<file path="src/rtl/bsg_downstream_pkg.sv">
// rtl/bsg_downstream_pkg.sv - shared types and sizing helpers for the downstream reassembler
package bsg_downstream_pkg;

  typedef enum logic {
    ASSEMBLE = 1'b0,
    PRESENT  = 1'b1
  } state_e;

  // Pointer width: index bits plus one wrap bit to tell full from empty.
  function automatic int ptr_w_f(input int depth);
    return $clog2(depth) + 1;
  endfunction

  // Pointer bit that flips once every TOKEN_DEC reads.
  function automatic int tok_bit_f(input int token_dec);
    return $clog2(token_dec);
  endfunction

endpackage

</file>
<file path="src/rtl/bsg_downstream_mem.sv">
// rtl/bsg_downstream_mem.sv - beat storage array, one sync write port and one async read port
module bsg_downstream_mem #(
  parameter int IO_W  = 16,
  parameter int DEPTH = 64,
  parameter int AW    = $clog2(DEPTH)
) (
  input  logic            clk,
  input  logic            wr_en,
  input  logic [AW-1:0]   wr_addr,
  input  logic [IO_W-1:0] wr_data,
  input  logic [AW-1:0]   rd_addr,
  output logic [IO_W-1:0] rd_data
);

  logic [IO_W-1:0] mem_q [DEPTH];

  // Contents are deliberately not reset; the pointers define what is valid.
  always_ff @(posedge clk) begin
    if (wr_en) begin
      mem_q[wr_addr] <= wr_data;
    end
  end

  assign rd_data = mem_q[rd_addr];

endmodule

</file>
<file path="src/rtl/bsg_downstream_reassembler.sv">
// rtl/bsg_downstream_reassembler.sv - circular beat buffer that reassembles beats into core words
module bsg_downstream_reassembler
  import bsg_downstream_pkg::*;
#(
  parameter int IO_W      = 16,
  parameter int BEATS     = 2,
  parameter int DEPTH     = 64,
  parameter int TOKEN_DEC = 8
) (
  input  logic                  clk,
  input  logic                  rst,
  input  logic                  io_valid_in,
  input  logic [IO_W-1:0]       io_data_in,
  output logic                  io_token_out,
  output logic                  core_valid_out,
  output logic [IO_W*BEATS-1:0] core_data_out,
  input  logic                  core_ready,
  output logic                  full,
  output logic                  overflow
);

  localparam int AW      = $clog2(DEPTH);
  localparam int PTR_W   = ptr_w_f(DEPTH);
  localparam int TOK_BIT = tok_bit_f(TOKEN_DEC);
  localparam int W       = IO_W * BEATS;
  localparam int CNT_W   = 3;
  localparam logic [CNT_W-1:0] LAST_BEAT = CNT_W'(BEATS - 1);

  state_e           state_q, state_d;
  logic [PTR_W-1:0] wptr_q, wptr_d;
  logic [PTR_W-1:0] rptr_q, rptr_d;
  logic [PTR_W-1:0] rptr_inc;
  logic [CNT_W-1:0] beat_cnt_q, beat_cnt_d;
  logic             valid_q, valid_d;
  logic [W-1:0]     data_q, data_d;
  logic             token_q, token_d;
  logic             overflow_q, overflow_d;
  logic             empty;
  logic             wr_en;
  logic [IO_W-1:0]  rd_data;

  assign empty    = (wptr_q == rptr_q);
  assign full     = (wptr_q[AW-1:0] == rptr_q[AW-1:0]) && (wptr_q[AW] != rptr_q[AW]);
  assign rptr_inc = rptr_q + PTR_W'(1);

  bsg_downstream_mem #(
    .IO_W  (IO_W),
    .DEPTH (DEPTH),
    .AW    (AW)
  ) u_mem (
    .clk     (clk),
    .wr_en   (wr_en),
    .wr_addr (wptr_q[AW-1:0]),
    .wr_data (io_data_in),
    .rd_addr (rptr_q[AW-1:0]),
    .rd_data (rd_data)
  );

  // Write side: accept a beat unless full; a beat arriving while full is lost and flagged.
  always_comb begin
    wr_en      = 1'b0;
    wptr_d     = wptr_q;
    overflow_d = overflow_q;
    if (io_valid_in) begin
      if (full) begin
        overflow_d = 1'b1;
      end else begin
        wr_en  = 1'b1;
        wptr_d = wptr_q + PTR_W'(1);
      end
    end
  end

  // Read FSM: pull one beat per cycle into the word slice, then hold the word until accepted.
  always_comb begin
    state_d    = state_q;
    rptr_d     = rptr_q;
    beat_cnt_d = beat_cnt_q;
    valid_d    = valid_q;
    data_d     = data_q;
    token_d    = token_q;
    unique case (state_q)
      ASSEMBLE: begin
        if (!empty) begin
          for (int k = 0; k < BEATS; k++) begin
            if (beat_cnt_q == CNT_W'(k)) begin
              data_d[k*IO_W +: IO_W] = rd_data;
            end
          end
          rptr_d  = rptr_inc;
          token_d = rptr_inc[TOK_BIT];
          if (beat_cnt_q == LAST_BEAT) begin
            beat_cnt_d = '0;
            state_d    = PRESENT;
            valid_d    = 1'b1;
          end else begin
            beat_cnt_d = beat_cnt_q + CNT_W'(1);
          end
        end
      end
      PRESENT: begin
        if (core_ready) begin
          state_d = ASSEMBLE;
          valid_d = 1'b0;
        end
      end
      default: begin
        state_d = ASSEMBLE;
      end
    endcase
  end

  // State registers; reset abandons any partial or presented word.
  always_ff @(posedge clk) begin
    if (rst) begin
      state_q    <= ASSEMBLE;
      wptr_q     <= '0;
      rptr_q     <= '0;
      beat_cnt_q <= '0;
      valid_q    <= 1'b0;
      data_q     <= '0;
      token_q    <= 1'b0;
      overflow_q <= 1'b0;
    end else begin
      state_q    <= state_d;
      wptr_q     <= wptr_d;
      rptr_q     <= rptr_d;
      beat_cnt_q <= beat_cnt_d;
      valid_q    <= valid_d;
      data_q     <= data_d;
      token_q    <= token_d;
      overflow_q <= overflow_d;
    end
  end

  assign core_valid_out = valid_q;
  assign core_data_out  = data_q;
  assign io_token_out   = token_q;
  assign overflow       = overflow_q;

endmodule

</file>
<file path="config.mk">
export PLATFORM = sky130hd
export DESIGN_NAME = bsg_downstream_reassembler
export DESIGN_NICKNAME = d
export VERILOG_FILES = /design/src/rtl/bsg_downstream_pkg.sv /design/src/rtl/bsg_downstream_mem.sv /design/src/rtl/bsg_downstream_reassembler.sv
export SDC_FILE = /design/constraint.sdc
export NUM_CORES = 1
export LEC_CHECK = 0
export BUFFER_PORTS_ARGS = -buffer_cell sky130_fd_sc_hd__buf_2
export CAP_MARGIN = 20
export CORE_MARGIN = 2
export CORE_UTILIZATION = 55
export CTS_CLUSTER_SIZE = 20
export DETAILED_ROUTE_END_ITERATION = 12
export GPL_ROUTABILITY_DRIVEN = 1
export HOLD_SLACK_MARGIN = 0.02
export PLACE_DENSITY = 0.72
export SETUP_SLACK_MARGIN = 0.4
export SKIP_LAST_GASP = 1
export SLEW_MARGIN = 0
export SYNTH_ARGS = -nofsm -noshare
export SYNTH_HDL_FRONTEND = slang
export SYNTH_SLANG_ARGS = --single-unit
export TNS_END_PERCENT = 10
</file>
<file path="constraint.sdc">
create_clock -name clk -period 5.5 [get_ports clk]
set_input_delay 0.55 -clock clk [delete_from_list [all_inputs] [get_ports clk]]
set_output_delay 0.55 -clock clk [all_outputs]
set_load 0.01 [all_outputs]
</file>
==> flow_metrics.tcl, run 1 <==
set metrics [dict create \
    final_core_util_pct 62.0 \
    cts.repair.resized 0 \
    power.density_mw_per_mm2 423 \
    final.period_utilization_pct 67.6 \
    drive_above_1_share_pct 23.2 \
    start_kind "flop" \
    top_layer_used "met5" \
    path_cells "buf_12 -> mux4_2 -> nor2b_1 -> a2111oi_0 -> nor3_1 -> a31oi_1 -> o2bb2ai_1" \
    drt_pass1_iterations 6 \
    synth_commonest_cells "edfxtp_1, mux4_2, mux2i_1" \
    cts_tree "yes" \
    drt-initial-drc-count 3122 \
    antenna_found_initial 3 \
    die_area_mm2 0.0786 \
    path_buf_inv 1 \
    p_leak_uw 0.0148 \
    cap_violations 0 \
    tns_ps 0 \
    outcome "finished, final reports clean" \
    overflow 0 \
    grt_pass1_vias 21335 \
    syn_inst 2099 \
    die_height_um 280 \
    power.switching_fraction_pct 26.4 \
    htree_levels 3 \
    cp-end-kind "flop" \
    hold_viol_final 0 \
    detail_route.wl_per_cell_um 31.5 \
    start_util_pct 55.4 \
    gp_congestion 0.901 \
    crit_slowest_cell "dfxtp_4" \
    synth.yosys.warnings 0 \
    final_max_slew_viol_count 0 \
    placed_cells 3114 \
    combPwrFrac_pct 17.5 \
    clock_sinks 1082 \
    instances_no_fill 3318 \
    worst_path_largest_cell_delay_ps 840 \
    syn-num-nets 2121 \
    ys_types 66 \
    worstMarginPinSlew_ps 1200 \
    clock_latency_ps 660 \
    dieWidth_um 280 \
    dr_wl_met3_um 11500 \
    cp_top_family "compound AO/OA/AOI/OAI gates" \
    path_class "flop to flop" \
    worst-r2r-setup-slack_ps 1780 \
    ir_worst_vdd_mv 0.426 \
    synthArstFlopShare_pct 0 \
    route.met2.wl_um 49100 \
    cts_buffers 104 \
    drc 0 \
    power.internal_uw 14600 \
    period_minus_slack_ps 3720 \
    power_uw 19900 \
    vias 21799 \
    viasPerCell 6.57 \
    crit_path_max_fanout 78 \
    synth_seq_cells 1082 \
    postLayoutCellArea_mm2 0.0470 \
    ant_nets 0 \
    synth_top_area_share_pct 73.2 \
    setup_violations 0 \
    rsz0062_at_grt "false" \
    coreArea_mm2 0.0758 \
    synth_edf_count 1024 \
    wirelength_met1_um 40300 \
    cp.arrival_ps 4250 \
    grtUsageTotal_pct 27.0 \
    num-nets-final 2271 \
    hold_buffers 0 \
    port_buffers 55 \
    post_cts_buffers 0 \
    netSwitchingPower_uw 5250 \
    clockPowerShare_pct 34.7 \
    synth_area_leaders "edfxtp_1, mux4_2, mux2i_1, dfxtp_1, nor2_1" \
    cts_max_path_buffers 3 \
    finalWirelength_um 105000 \
    required_ps 6040 \
    min_path_type "primary input to flop" \
    grt_pass1_wl_um 150000 \
    relSlewSlack_pct 19.7 \
    synth-seq-area-share_pct 75.9 \
    fmax_mhz 269 \
    rows 101 \
    ios 56 \
    hpwlAfterDp_um 62600 \
    avgSynthCellArea_um2 20.0 \
    yosysTopAreaCell "edfxtp_1" \
    yosysMostFrequentCell "edfxtp_1" \
    area_growth_pct 11.8 \
    synth_ff_type "edfxtp_1" \
    finClkSkew_ps 18.3 \
    syn_area_mm2 0.0420 \
    grt_max_degree 111 \
    clockRootBuffer "clkbuf_16" \
    power_frac_seq_pct 47.8 \
    place_area_mm2 0.0436 \
    path_clk_slew_ps 60 \
]
[cell families after synthesis]
logic type | share of synthesized area [%]
AND/OR/NAND/NOR | 3.47
flip-flops | 75.9
multiplexers | 14.2
adder cells (fa/ha/maj) | 0.0595
buffers and inverters | 1.67
AO/OA/AOI/OAI | 4.24
XOR/XNOR | 0.396
[final cells by class]
type / count / area (um^2)
sequential: 1082 / 31900
fill: 5210 / 28800
multi-input combinational: 902 / 9410
clock buffer: 137 / 2800
tap: 978 / 1220
timing repair buffer: 158 / 1140
clock inverter: 59 / 493
inverter: 1 / 3.75
antenna: 1 / 2.50
[registers in the layout, indices dropped and copies added (netlist names), named ones only]
register and count:
rptr_q 7, core_valid_out 1, beat_cnt_q 3, overflow 1
state_q 1, wptr_q 7, core_data_out 32, u_mem.mem_q 1024
[power groups by stage]
stage / registers (uW) / logic (uW) / clock network (uW)
finish: 9490 / 3480 / 6910
global route: 9500 / 3670 / 7290
CTS: 9480 / 3460 / 6970
detailed placement: 9660 / 3440 / 0
global placement: 9660 / 3390 / 0
floorplan: 9430 / 2610 / 0
[final timing paths]
kind                  start                 to  cells past startpoint
min reg2reg  core_valid_out     core_valid_out                      2
max                    flop  core_data_out[28]                      7
max reg2reg            flop  core_data_out[28]                      7
min              core_ready            state_q                      3
[worst reg2reg max path, stage by stage (launching register included)]
cell and delay [ps]:
dfxtp_4 840, buf_12 550, mux4_2 730, nor2b_1 150
a2111oi_0 810, nor3_1 160, a31oi_1 250, o2bb2ai_1 90
[layer usage]
metal  global-route usage [%]  vias to the layer above
met5                        0                        -
met4                     10.5                        4
met3                     5.68                      213
li1                         -                     8944
met2                     41.9                     1334
met1                     37.9                    11304
[cells in the final DEF, fill, tap and decap left out, types with 26 or more instances in the layout]
cell type | synthesis | final
o22ai_1 | 35 | 35
dfxtp_1 | 58 | 54
a211oi_1 | 26 | 26
mux2i_1 | 129 | 129
clkbuf_1 | 23 | 29
a22oi_1 | 43 | 43
clkbuf_16 | 0 | 107
buf_2 | 42 | 55
nor2b_1 | 34 | 34
nor2_1 | 112 | 112
a21oi_1 | 27 | 27
edfxtp_1 | 1024 | 1024
mux2_2 | 28 | 28
a22o_1 | 36 | 36
buf_4 | 17 | 92
nand2_1 | 51 | 51
mux4_2 | 183 | 183
[per-stage QoR]
step,setup slack [ps],hold slack (ps)
5_1_grt,1700,210
6_report,1780,182
4_1_cts,1830,158
3_3_place_gp,1850,455
3_5_place_dp,1860,457
2_1_floorplan,2940,470
(Power assumes the default switching activity.)
==> run 2: changes to the inputs <==
Clock period 5.5 ns to 3.65 ns, I/O delays scaled along.
==> flow_metrics.tcl, run 2 (synthesis results as in run 1) <==
set metrics [dict create \
    outcome "finished, final reports clean" \
    drt-initial-drc-count 2923 \
    ant_nets 0 \
    rows 101 \
    rsz0062_at_grt "true" \
    die_area_mm2 0.0786 \
    grtUsageTotal_pct 27.5 \
    coreArea_mm2 0.0758 \
    worst_path_largest_cell_delay_ps 880 \
    start_kind "flop" \
    path_clk_slew_ps 60 \
    cap_violations 0 \
    path_cells "buf_4 -> nand2b_1 -> buf_4 -> o22ai_1 -> a2111oi_0 -> nor3_2 -> nor2_1 -> a211o_1" \
    grt_max_degree 65 \
    cts_max_path_buffers 3 \
    antenna_found_initial 5 \
    clockRootBuffer "clkbuf_16" \
    crit_path_max_fanout 25 \
    detail_route.wl_per_cell_um 31.7 \
    grt_pass1_wl_um 153000 \
    required_ps 4250 \
    final_common_cell "edfxtp_1" \
    period_minus_slack_ps 3250 \
    cp_top_family "compound AO/OA/AOI/OAI gates" \
    grt_pass1_vias 21820 \
    crit_slowest_cell "a2111oi_0" \
    layout_common_cells "edfxtp_1, mux4_2, mux2i_1, buf_4, nor2_1" \
    vias 21918 \
    overflow 0 \
    power_uw 30700 \
    path_class "flop to flop" \
    largest_register "u_mem.mem_q" \
    drive_above_1_share_pct 24.7 \
    cp.arrival_ps 3850 \
    hpwlAfterDp_um 66600 \
    cts_tree "yes" \
    ir_worst_vdd_mv 0.473 \
    dieWidth_um 280 \
    port_buffers 55 \
    tns_ps 0 \
    worstMarginPinSlew_ps 1090 \
    power.density_mw_per_mm2 646 \
    ios 56 \
    relSlewSlack_pct 25.3 \
    die_height_um 280 \
    drc 0 \
    p_leak_uw 0.0151 \
    worst_hold_startpoint "io_valid_in" \
    fmax_mhz 308 \
    hold_viol_final 0 \
    htree_levels 3 \
    cpMostUsedCell "buf_4" \
    largest_register_ffs 1024 \
    num-nets-final 2314 \
    finClkSkew_ps 36.5 \
    setup_violations 0 \
    area_growth_pct 13.1 \
    viasPerCell 6.54 \
    cts.repair.resized 0 \
    min_path_type "primary input to flop" \
    drt_pass1_iterations 5 \
    clock_sinks 1082 \
    gp_congestion 0.953 \
    cp-end-kind "flop" \
    clock_latency_ps 680 \
    finalWirelength_um 106000 \
    final_max_slew_viol_count 0 \
    cts_buffers 105 \
    final.period_utilization_pct 88.9 \
    start_util_pct 55.4 \
    path_buf_inv 2 \
]
run 2: cell types whose count changed in the layout (fill, tap and decap cells not counted), moves of 2 or more:
cell / delta
buf_4: +37
buf_12: +5
clkbuf_1: -5
clkinv_1: -5
bufinv_16: +4
clkinvlp_4: -4
buf_1: -2
buf_16: +2
clkbuf_16: +2
clkbuf_8: +2
clkinv_2: -2
inv_6: -2
run 2: cell type report:
type	instances	area (um^2)
antenna	2	5.00
clock buffer	136	2860
clock inverter	51	553
fill	5152	28300
inverter	1	3.75
multi-input combinational	902	9410
sequential	1082	31900
tap	978	1220
timing repair buffer	200	1570
run 2: layer usage:
metal  vias up  track usage (%)  share of wire, %
li1       9026                -                 -
met1     11385             38.9                39
met2      1279             42.7                47
met3       226             5.08               9.5
met4         2             11.5               4.3
met5         -                0             0.011
run 2: what timing repair did:
| item | 4_1_cts | 5_1_grt |
|---|---|---|
| hold buffers | 1 | 0 |
| endpoints found under the setup margin | 0 | 5 |
| setup buffers | 0 | 1 |
| hold endpoints to repair | 2 | 0 |
run 2: worst min-delay path, delay by kind of cell:
kind | cells | cell delay [ps]
buf+inv | 1 | 170
compound gates | 1 | 80
simple gates | 1 | 80
run 2: path summary, 6_finish.rpt:
| kind | end | slack (ps) | depth (start not counted) |
|---|---|---|---|
| setup / recovery | core_data_out[17] | 400 | 8 |
| hold / removal | overflow | 60 | 3 |
| setup reg to reg | core_data_out[17] | 400 | 8 |
| hold reg to reg | core_valid_out | 450 | 2 |
run 2: where the power goes:
| group | switching (uW) | internal [uW] |
|---|---|---|
| Clock | 4450 | 6330 |
| Combinational | 3220 | 2490 |
| Sequential | 415 | 13800 |
run 2: stage by stage:
step | utilization [%] | area, um^2 | cells | setup slack (ps) | hold WS (ps)
6_report | 62.7 | 47500 | 3352 | 405 | 63.2
5_1_grt | 62.7 | 47500 | 3351 | 389 | 97.3
4_1_cts | 62.6 | 47500 | 3347 | 506 | 38.0
3_5_place_dp | 58.1 | 44000 | 3159 | 528 | 446
3_3_place_gp | 58.1 | 44000 | 3159 | 551 | 450
2_1_floorplan | - | 42000 | 2099 | 1090 | 464
